$ cat config.mk
export PLATFORM = sky130hd
export DESIGN_NAME = poly_unloader_flat
export DESIGN_NICKNAME = d
export VERILOG_FILES = /design/src/rtl/poly_unloader_if.sv /design/src/rtl/poly_unloader.sv /design/src/flat_wrapper.sv
export SDC_FILE = /design/constraint.sdc
export NUM_CORES = 1
export LEC_CHECK = 0
export BUFFER_PORTS_ARGS = -buffer_cell sky130_fd_sc_hd__buf_2
export CORE_ASPECT_RATIO = 1.4
export CORE_UTILIZATION = 53
export DETAILED_ROUTE_END_ITERATION = 6
export HOLD_SLACK_MARGIN = 0.1
export PLACE_DENSITY = 0.83
export SLEW_MARGIN = 20
export SYNTH_ARGS = -nofsm -noshare
export SYNTH_HDL_FRONTEND = slang
export SYNTH_SLANG_ARGS = --single-unit
$ cat constraint.sdc
create_clock -name clk -period 2.6 [get_ports clk]
set_clock_uncertainty 0.1 [all_clocks]
set_input_delay 0.39 -clock clk [delete_from_list [all_inputs] [get_ports clk]]
set_output_delay 0.39 -clock clk [all_outputs]
set_load 0.01 [all_outputs]
$ cat src/rtl/poly_unloader_if.sv
// poly_unloader_if: control, RAM read port and output word stream of the
// polynomial unloader. master = unloader side, slave = RAM/host side.
interface poly_unloader_if #(
  parameter int MEM_WIDTH = 16,
  parameter int MEM_DEPTH = 8
);
  logic                 start;
  logic                 busy;
  logic                 done;
  logic [MEM_DEPTH-1:0] io_raddr;
  logic [MEM_WIDTH-1:0] rdata_bank0;
  logic [MEM_WIDTH-1:0] rdata_bank1;
  logic [MEM_WIDTH-1:0] out_data;
  logic                 out_valid;
  logic                 out_ready;
  logic                 out_last;

  modport master (
    input  start,
    output busy, done,
    output io_raddr,
    input  rdata_bank0, rdata_bank1,
    output out_data, out_valid, out_last,
    input  out_ready
  );

  modport slave (
    output start,
    input  busy, done,
    input  io_raddr,
    output rdata_bank0, rdata_bank1,
    input  out_data, out_valid, out_last,
    output out_ready
  );
endinterface

$ cat src/rtl/poly_unloader.sv
// poly_unloader: streams a two-banked polynomial RAM out as a valid/ready
// word stream (bank0[a], bank1[a] for each address a). Reads are credit
// gated against a small output FIFO so returning RAM data is never stalled.
// Optional macro POLY_UNLOAD_BITREV_EN: issue addresses in bit-reversed order.
module poly_unloader #(
  parameter int MEM_WIDTH    = 16,
  parameter int MEM_DEPTH    = 8,
  parameter int READ_LATENCY = 1
) (
  input logic            clk,
  input logic            rst_n,
  poly_unloader_if.master bus
);

  localparam int FIFO_DEPTH = 2 * (READ_LATENCY + 1);
  localparam int PTR_W      = (FIFO_DEPTH > 1) ? $clog2(FIFO_DEPTH) : 1;
  localparam int CNT_W      = $clog2(FIFO_DEPTH + 1);
  localparam int INF_W      = $clog2(READ_LATENCY + 1) + 1;
  localparam int CRD_W      = ((CNT_W > INF_W) ? CNT_W : INF_W) + 2;

  typedef enum logic [1:0] {S_IDLE, S_RUN, S_DRAIN} state_t;

  state_t                 r_state;
  state_t                 w_state_nxt;
  logic                   w_issue;
  logic                   w_done;
  logic                   w_start_acc;

  logic [MEM_DEPTH:0]     r_cnt;
  logic [MEM_DEPTH:0]     w_cnt_nxt;
  logic [MEM_DEPTH-1:0]   r_raddr;
  logic [READ_LATENCY-1:0] r_ret_sr;
  logic [INF_W-1:0]       r_inflight;

  logic [MEM_WIDTH-1:0]   r_fifo [FIFO_DEPTH];
  logic [PTR_W-1:0]       r_wr_ptr;
  logic [PTR_W-1:0]       r_rd_ptr;
  logic [CNT_W-1:0]       r_fifo_cnt;
  logic [MEM_DEPTH:0]     r_out_idx;

  logic [CRD_W-1:0]       w_free;
  logic [CRD_W-1:0]       w_need;
  logic                   w_credit_ok;
  logic                   w_push;
  logic                   w_pop;
  logic                   w_out_valid;

  // Address mapping: natural order, or bit-reversed to undo an NTT's output order.
  function automatic logic [MEM_DEPTH-1:0] addr_map(input logic [MEM_DEPTH-1:0] a);
    logic [MEM_DEPTH-1:0] r;
`ifdef POLY_UNLOAD_BITREV_EN
    for (int i = 0; i < MEM_DEPTH; i++) r[i] = a[MEM_DEPTH-1-i];
`else
    r = a;
`endif
    return r;
  endfunction

  // Circular FIFO pointer increment (depth need not be a power of two).
  function automatic logic [PTR_W-1:0] ptr_inc(input logic [PTR_W-1:0] p);
    return (p == PTR_W'(FIFO_DEPTH - 1)) ? '0 : p + PTR_W'(1);
  endfunction

  // A read may issue only if the FIFO can absorb every outstanding pair plus this one.
  assign w_free      = CRD_W'(FIFO_DEPTH) - CRD_W'(r_fifo_cnt);
  assign w_need      = (CRD_W'(r_inflight) + CRD_W'(1)) << 1;
  assign w_credit_ok = (w_free >= w_need);
  assign w_cnt_nxt   = r_cnt + (MEM_DEPTH+1)'(1);
  assign w_push      = r_ret_sr[READ_LATENCY-1];
  assign w_out_valid = (r_fifo_cnt != '0);
  assign w_pop       = w_out_valid && bus.out_ready;

  // FSM state register.
  always_ff @(posedge clk or negedge rst_n) begin
    if (!rst_n) r_state <= S_IDLE;
    else        r_state <= w_state_nxt;
  end

  // FSM next state, read issue and completion pulse.
  always_comb begin
    w_state_nxt = r_state;
    w_issue     = 1'b0;
    w_done      = 1'b0;
    w_start_acc = 1'b0;
    unique case (r_state)
      S_IDLE: begin
        if (bus.start) begin
          w_start_acc = 1'b1;
          w_state_nxt = S_RUN;
        end
      end
      S_RUN: begin
        if (!r_cnt[MEM_DEPTH] && w_credit_ok) begin
          w_issue = 1'b1;
          if (r_cnt[MEM_DEPTH-1:0] == '1) w_state_nxt = S_DRAIN;
        end
      end
      S_DRAIN: begin
        if (r_inflight == '0 && r_fifo_cnt == '0) begin
          w_done      = 1'b1;
          w_state_nxt = S_IDLE;
        end
      end
      default: w_state_nxt = S_IDLE;
    endcase
  end

  // Address counter and held RAM address; the address advances only on issue.
  always_ff @(posedge clk or negedge rst_n) begin
    if (!rst_n) begin
      r_cnt   <= '0;
      r_raddr <= '0;
    end else if (w_start_acc) begin
      r_cnt   <= '0;
      r_raddr <= '0;
    end else if (w_issue) begin
      r_cnt <= w_cnt_nxt;
      if (!w_cnt_nxt[MEM_DEPTH]) r_raddr <= addr_map(w_cnt_nxt[MEM_DEPTH-1:0]);
    end
  end

  // Return tracking: a valid bit follows each read through the RAM latency.
  always_ff @(posedge clk or negedge rst_n) begin
    if (!rst_n) begin
      r_ret_sr <= '0;
    end else begin
      r_ret_sr[0] <= w_issue;
      for (int i = 1; i < READ_LATENCY; i++) r_ret_sr[i] <= r_ret_sr[i-1];
    end
  end

  // Outstanding read count used for credit gating.
  always_ff @(posedge clk or negedge rst_n) begin
    if (!rst_n) begin
      r_inflight <= '0;
    end else begin
      case ({w_issue, w_push})
        2'b10:   r_inflight <= r_inflight + INF_W'(1);
        2'b01:   r_inflight <= r_inflight - INF_W'(1);
        default: r_inflight <= r_inflight;
      endcase
    end
  end

  // FIFO storage: a returning pair is written bank0 first, bank1 second.
  always_ff @(posedge clk) begin
    if (w_push) begin
      r_fifo[r_wr_ptr]          <= bus.rdata_bank0;
      r_fifo[ptr_inc(r_wr_ptr)] <= bus.rdata_bank1;
    end
  end

  // FIFO pointers, occupancy and output word index.
  always_ff @(posedge clk or negedge rst_n) begin
    if (!rst_n) begin
      r_wr_ptr   <= '0;
      r_rd_ptr   <= '0;
      r_fifo_cnt <= '0;
      r_out_idx  <= '0;
    end else begin
      if (w_push) r_wr_ptr <= ptr_inc(ptr_inc(r_wr_ptr));
      if (w_pop)  r_rd_ptr <= ptr_inc(r_rd_ptr);
      r_fifo_cnt <= r_fifo_cnt + (w_push ? CNT_W'(2) : CNT_W'(0))
                               - (w_pop  ? CNT_W'(1) : CNT_W'(0));
      if (w_start_acc) r_out_idx <= '0;
      else if (w_pop)  r_out_idx <= r_out_idx + (MEM_DEPTH+1)'(1);
    end
  end

  assign bus.busy      = (r_state != S_IDLE);
  assign bus.done      = w_done;
  assign bus.io_raddr  = r_raddr;
  assign bus.out_valid = w_out_valid;
  assign bus.out_data  = w_out_valid ? r_fifo[r_rd_ptr] : '0;
  assign bus.out_last  = w_out_valid && (r_out_idx == '1);

endmodule

$ cat src/flat_wrapper.sv
// flat-port wrapper written by rule: the top's interface ports become plain ports
module poly_unloader_flat 
#(
  parameter int MEM_WIDTH    = 16,
  parameter int MEM_DEPTH    = 8,
  parameter int READ_LATENCY = 1
)
  (clk, rst_n, bus_start, bus_busy, bus_done, bus_io_raddr, bus_rdata_bank0, bus_rdata_bank1, bus_out_data, bus_out_valid, bus_out_last, bus_out_ready);
  poly_unloader_if #(.MEM_WIDTH(MEM_WIDTH), .MEM_DEPTH(MEM_DEPTH)) bus_i ();
  input logic clk;
  input logic rst_n;
  input wire logic [$bits(bus_i.start)-1:0] bus_start;
  output wire logic [$bits(bus_i.busy)-1:0] bus_busy;
  output wire logic [$bits(bus_i.done)-1:0] bus_done;
  output wire logic [$bits(bus_i.io_raddr)-1:0] bus_io_raddr;
  input wire logic [$bits(bus_i.rdata_bank0)-1:0] bus_rdata_bank0;
  input wire logic [$bits(bus_i.rdata_bank1)-1:0] bus_rdata_bank1;
  output wire logic [$bits(bus_i.out_data)-1:0] bus_out_data;
  output wire logic [$bits(bus_i.out_valid)-1:0] bus_out_valid;
  output wire logic [$bits(bus_i.out_last)-1:0] bus_out_last;
  input wire logic [$bits(bus_i.out_ready)-1:0] bus_out_ready;
  assign bus_i.start = bus_start;
  assign bus_busy = bus_i.busy;
  assign bus_done = bus_i.done;
  assign bus_io_raddr = bus_i.io_raddr;
  assign bus_i.rdata_bank0 = bus_rdata_bank0;
  assign bus_i.rdata_bank1 = bus_rdata_bank1;
  assign bus_out_data = bus_i.out_data;
  assign bus_out_valid = bus_i.out_valid;
  assign bus_out_last = bus_i.out_last;
  assign bus_i.out_ready = bus_out_ready;
  poly_unloader #(.MEM_WIDTH(MEM_WIDTH), .MEM_DEPTH(MEM_DEPTH), .READ_LATENCY(READ_LATENCY)) u_core (.clk(clk), .rst_n(rst_n), .bus(bus_i));
endmodule
# After elaboration in Yosys (flattened, before gate mapping)

Memory sizes are Yosys's and may differ from the RTL's.
Cells that the tools add are included.

ROM bits: 0
Memories kept: 1
RAM bits: 64
Latch bits: 0
Flip-flop bits (word level): 38
Word-level logic and storage cells: 78

Memories:

| name          | depth | width | rd ports | clocked after Yosys merged registers in | wr ports | line                | text |
|---|---|---|---|---|---|---|---|
| u_core.r_fifo | 4     | 16    | 1        | 0                                       | 2        | poly_unloader.sv:35 | `logic [MEM_WIDTH-1:0] r_fifo [FIFO_DEPTH];` |

Reductions and logical operators: 15
Multipliers: 0
Divide/modulo/power cells: 0
Eq/ne operators: 14
$lt $le $gt $ge: 1
Shifts and indexed selects: 0
Mux-type cells: 27
Bitwise logic cells: 0
Add/subtract/negate cells: 11

Operators with widths:

| cell                                                              | number |
|---|---|
| 9-bit two-way mux                                                 | 4 |
| 8-bit two-way mux                                                 | 3 |
| 9-bit by 1-bit adder with 9-bit output, second input constant     | 2 |
| 16-bit two-way mux                                                | 1 |
| 2-bit two-way mux                                                 | 8 |
| 2-bit == test, second input constant                              | 5 |
| 9-bit == test, second input constant                              | 1 |
| 1-bit two-way mux                                                 | 9 |
| 2-bit by 1-bit adder with 2-bit output, second input constant     | 4 |
| 8-bit == test, second input constant                              | 1 |
| 2-bit by 1-bit != test with 1-bit output, second input constant   | 4 |
| 2-bit nonzero test                                                | 4 |
| 2-bit one-hot mux with 3 select lines                             | 1 |
| 5-bit greater-or-equal comparator                                 | 1 |
| 2-bit by 1-bit == test with 1-bit output, second input constant   | 2 |
| 1-bit logical AND                                                 | 4 |
| 2-bit logical NOT                                                 | 2 |
| 2-bit one-hot mux with 2 select lines                             | 1 |
| 4-bit AND reduction                                               | 1 |
| 3-bit by 3-bit subtractor with 4-bit output, first input constant | 1 |
| 2-bit by 1-bit adder with 3-bit output, second input constant     | 1 |
| 3-bit adder                                                       | 1 |
| 3-bit logical NOT                                                 | 1 |
| 3-bit nonzero test                                                | 1 |
| other kinds (5)                                                   | 5 |

# Longest topological paths before layout

Depth in word-level cells: 7
Depth in mapped cells: 13

# Worst setup path after synthesis

Ideal clock, no wire load.

Path type: register -> register
Start: reg u_core.r_fifo_cnt[0]
End: reg u_core.r_inflight[1]
Data required time: 2.420 ns
Arrival: 2.246 ns
Setup slack: 0.175 ns
Stages on the path, launching flop included: 13
Path buffers: 1
Clock period less this slack: 2.425 ns
Path through: dfrtp_1 -> inv_1 -> ha_1 -> ha_1 -> inv_1 -> ha_1 -> nor2b_1 -> o21ai_2 -> a21o_1 -> buf_6 -> ha_1 -> nor2_1 -> xnor2_1

Cells in the longest elaborated chain, start to end: 7
Elaborated cells between the ends (all ways): 9

Ends and longest elaborated chain:

| what                                                                        | line                 | text |
|---|---|---|
| start, declared                                                             | poly_unloader.sv:38  | `logic [CNT_W-1:0] r_fifo_cnt;` |
| start signal, assigned                                                      | poly_unloader.sv:163 | `r_fifo_cnt <= r_fifo_cnt + (w_push ? CNT_W'(2) : CNT_W'(0))` |
| 3-bit by 3-bit subtractor with 4-bit output *                               | poly_unloader.sv:65  | `assign w_free = CRD_W'(FIFO_DEPTH) - CRD_W'(r_fifo_cnt);` |
| 5-bit greater-or-equal comparator *                                         | poly_unloader.sv:67  | `assign w_credit_ok = (w_free >= w_need);` |
| 1-bit logical AND *                                                         | poly_unloader.sv:93  | `if (!r_cnt[MEM_DEPTH] && w_credit_ok) begin` |
| 1-bit two-way mux *                                                         | poly_unloader.sv:93  |  |
| 1-bit two-way mux *                                                         | poly_unloader.sv:85  | `unique case (r_state)` |
| 2-bit by 1-bit == test with 1-bit output or 2-bit == test (tied branches)   | poly_unloader.sv:137 | `case ({w_issue, w_push})` |
| 2-bit one-hot mux with 2 select lines or 2-bit nonzero test (tied branches) | -                    |  |
| end signal, assigned                                                        | poly_unloader.sv:138 | `2'b10: r_inflight <= r_inflight + INF_W'(1);` |
| end signal, assigned                                                        | poly_unloader.sv:139 | `2'b01: r_inflight <= r_inflight - INF_W'(1);` |
| end signal, assigned                                                        | poly_unloader.sv:140 | `default: r_inflight <= r_inflight;` |
| end, declared                                                               | poly_unloader.sv:33  | `logic [INF_W-1:0] r_inflight;` |

Every way passes the cells marked *; elsewhere a longest branch is shown, timed or not.
A chain may end at the register's enable or synchronous reset.

# Worst setup path after layout

Start: reg u_core.r_fifo_cnt[0]
End: reg u_core.r_raddr[4] (netlist: u_core.bus.io_raddr[4])

Cells in the longest elaborated chain, start to end: 7

Ends and longest elaborated chain:

| what                                        | line                 | text |
|---|---|---|
| 3-bit by 3-bit subtractor with 4-bit output | poly_unloader.sv:65  |  |
| 5-bit greater-or-equal comparator           | poly_unloader.sv:67  |  |
| 1-bit logical AND                           | poly_unloader.sv:93  |  |
| 1-bit two-way mux                           | poly_unloader.sv:93  |  |
| 1-bit two-way mux                           | poly_unloader.sv:85  |  |
| named net u_core.w_issue                    | poly_unloader.sv:25  | `logic w_issue;` |
| 2-bit nonzero test (no line)                | -                    |  |
| 2-bit AND reduction (no line)               | -                    |  |
| end signal, assigned                        | poly_unloader.sv:118 | `if (!w_cnt_nxt[MEM_DEPTH]) r_raddr <= addr_map(w_cnt_nxt[MEM_DEPTH-1:0]);` |
| end, declared                               | poly_unloader.sv:31  | `logic [MEM_DEPTH-1:0] r_raddr;` |

The timed path passes the listed nets, and every way through them passes these cells.

==> results.py <==
metrics = {
    "run_status": {
        "status": "finished, final reports clean",
    },
    "finish": {
        "num_antenna_cells": 0,
        "nFillCells": 687,
        "area_growth_pct": 15.5,
        "final_common_cell": "edfxtp_1",
        "instances_no_fill": 578,
        "drive_above_1_share": 0.410,
        "layout_common_cells": "edfxtp_1 (64), buf_2 (63), mux2_2 (57)",
        "nNetsFinal": 492,
    },
    "global_routing": {
        "overflow": 0,
        "first_global_vias": 3330,
        "antenna_found_initial": 0,
        "grt_usage": 0.212,
        "grt_max_degree": 39,
        "grt_pass1_wl_mm": 16.4,
    },
    "floorplanning": {
        "die_h_um": 120,
        "die_w_um": 86.0,
        "die-area_um2": 10300,
        "coreArea_um2": 9510,
        "io-pin-count": 64,
        "initial_core_util": 0.551,
        "rows": 42,
    },
    "timing": {
        "hold_viol_final": 0,
        "fin_tns_setup_ps": 0,
        "fin_ws_ps": 132,
        "period_share": 0.949,
        "report.final.slew_viol_count": 0,
        "whs_ps": 232,
        "fmax_ghz": 0.405,
        "setup_viol": 0,
        "relSlewSlack": 0.441,
        "rsz0062_at_grt": "no",
        "tightestPinTransition_ps": 839,
        "period_needed_ps": 2470,
    },
    "hold_path": {
        "min-delay-start": "bus_start",
        "hold_class": "input pin to register",
    },
    "clocking": {
        "cts_root_buffer": "clkbuf_16",
        "clock-sinks": 102,
        "insertion_delay_ps": 340,
        "htree_num_levels": 3,
        "numCtsBuffers": 9,
        "path_clk_slew_ps": 70,
        "cts.path.max_buffers": 2,
        "cts_tree": "yes",
    },
    "yosys": {
        "synth_edf_count": 64,
        "yosysWarnings": 0,
        "syn_inst": 368,
        "yosysUniqueCellTypes": 44,
        "async_flop_share": 0.373,
        "synth_seq_cells": 102,
        "yosysTopAreaCell": "edfxtp_1",
        "ys_top_cells_by_area": "edfxtp_1 (37%), dfrtp_1 (18%), mux2_2 (12%), mux4_2 (6.9%), ha_1 (3.6%)",
        "syn_nets": 419,
        "avgSynthCellArea_um2": 14.2,
        "yosysSeqAreaShare": 0.548,
        "syn_area_um2": 5240,
        "synthFlopType": "edfxtp_1",
        "synth_top_area_frac": 0.367,
    },
    "placement": {
        "hpwl_mm": 6.71,
        "pre_cts_ws_ps": 84.5,
        "placed_cells": 560,
        "place.gp.congestion": 0.771,
        "port_buffers": 63,
    },
    "drt": {
        "ant_nets": 0,
        "drtIter0Drc": 151,
        "route.detailed.drc": 0,
        "via_count": 3150,
        "vias_per_cell": 5.45,
        "wire_per_inst_um": 17.4,
        "drt_wl_total_mm": 10.1,
        "drtPass1Iterations": 5,
    },
    "pwr": {
        "power.leakage_nw": 2.46,
        "power_density_nw_per_um2": 1150,
        "peakVddDrop_mv": 0.572,
    },
    "worst_setup_path": {
        "path_max_fanout": 9,
        "end_kind": "register",
        "path_buf_inv": 4,
        "cp-startpoint": "u_core.r_fifo_cnt[0]$_DFF_PN0_",
        "crit_required_ps": 2740,
        "cp.arrival_ps": 2600,
        "worst_path_largest_cell_delay_ps": 360,
        "crit_top_cell": "ha_1",
        "worstSetupPathType": "register to register",
        "cp_top_family": "adder cells",
        "r2r_start": "u_core.r_fifo_cnt[0]$_DFF_PN0_",
        "startpoint_type": "register",
        "slowest_stage": "dfrtp_1",
        "crit_chain": "inv_1 > ha_1 > ha_1 > inv_1 > ha_1 > nand4bb_1 > and2_4 > a21o_1 > buf_4 > clkinv_8 > nand2_4 > a32o_1",
    },
    "flow_run": {
        "maxCapViolations": 0,
    },
}
-- cell usage after synthesis (all sizes together) (2+ instances only) --
| cell | n |
|---|---|
| a211oi | 5 |
| a21oi | 3 |
| and2 | 19 |
| and3 | 4 |
| buf | 11 |
| clkbuf | 4 |
| dfrtp | 38 |
| edfxtp | 64 |
| ha | 15 |
| inv | 15 |
| mux2 | 66 |
| mux2i | 10 |
| mux4 | 16 |
| nand2 | 25 |
| nand2b | 3 |
| nand3 | 6 |
| nand4 | 2 |
| nor2 | 22 |
| nor2b | 3 |
| o21ai | 4 |
| xnor2 | 14 |
| xor2 | 9 |
-- final cells by class --
| class | instances | area, um2 | share of cell area |
|---|---|---|---|
| Timing Repair Buffer | 77 | 423 | 0.0698 |
| Inverter | 16 | 72.6 | 0.0120 |
| Sequential cell | 102 | 2870 | 0.474 |
| Clock inverter | 7 | 92.6 | 0.0153 |
| Multi-Input combinational cell | 235 | 2200 | 0.364 |
| Tap cell | 132 | 165 | 0.0273 |
| Clock buffer | 9 | 225 | 0.0372 |
-- layer usage --
metal | vias up | global-route usage | wire [um]
met5 | - | 0 | 0
met4 | 0 | 0.0760 | 164
met3 | 13 | 0.0516 | 403
met2 | 90 | 0.383 | 5400
met1 | 1558 | 0.239 | 4090
li1 | 1489 | - | -
-- power by group --
part	total [mW]	internal (mW)	leakage, nW	switching, mW
combinational	2.98	1.44	1.25	1.54
sequential	2.58	2.28	1.04	0.294
clock	1.43	0.779	0.158	0.650
total	6.99	4.51	2.46	2.48
-- repair_timing --
item	in CTS	in global routing
buffers inserted	0	1
hold buffers	1	0
resized for setup	0	1
endpoints found under the setup margin	0	10
endpoints found under the hold margin	38	0
-- tightest hold or removal path, stage by stage --
cell and delay (ps):
buf_2 110, nor2_1 80, a211oi_1 60
-- flip-flops by register name, summed over array words and instances (netlist names) --
register and flops:
u_core.r_wr_ptr 2, u_core.r_inflight 2, u_core.r_cnt 9, u_core.r_state 2, u_core.r_out_idx 9, u_core.r_ret_sr 1, u_core.r_rd_ptr 2, u_core.r_fifo_cnt 3
u_core.bus.io_raddr 8, u_core.r_fifo 64
-- path summary, 6_finish.rpt --
kind	to	slack, ps	cells past startpoint
setup / recovery	u_core.bus.io_raddr[4]$_DFFE_PN0P_	130	12
hold / removal	u_core.r_state[0]$_DFFE_PN0P_	230	3
setup reg to reg	u_core.bus.io_raddr[4]$_DFFE_PN0P_	130	12
hold reg to reg	u_core.r_fifo_cnt[2]$_DFF_PN0_	410	1
max in group asynchronous	u_core.r_wr_ptr[1]$_DFFE_PN0P_	1280	2
min in group asynchronous	u_core.bus.io_raddr[0]$_DFFE_PN0P_	590	2
-- metrics by stage --
step / total power [mW] / util / area (um2)
floorplan: 4.71 / - / 5240
global placement: 5.43 / 0.601 / 5720
detailed placement: 5.55 / 0.601 / 5720
CTS: 6.99 / 0.635 / 6040
global route: 7.42 / 0.637 / 6060
finish: 6.99 / 0.637 / 6060
-- cells by family after synthesis --
| group | after synthesis | share of synthesized area |
|---|---|---|
| multiplexers | 92 | 0.230 |
| AO/OA/AOI/OAI | 16 | 0.0217 |
| XOR/XNOR | 23 | 0.0384 |
| flip-flops | 102 | 0.548 |
| adder cells (fa/ha/maj) | 15 | 0.0358 |
| AND/OR/NAND/NOR | 89 | 0.0943 |
| buffers and inverters | 31 | 0.0320 |
Note: power is estimated with default switching activity, not from simulation.
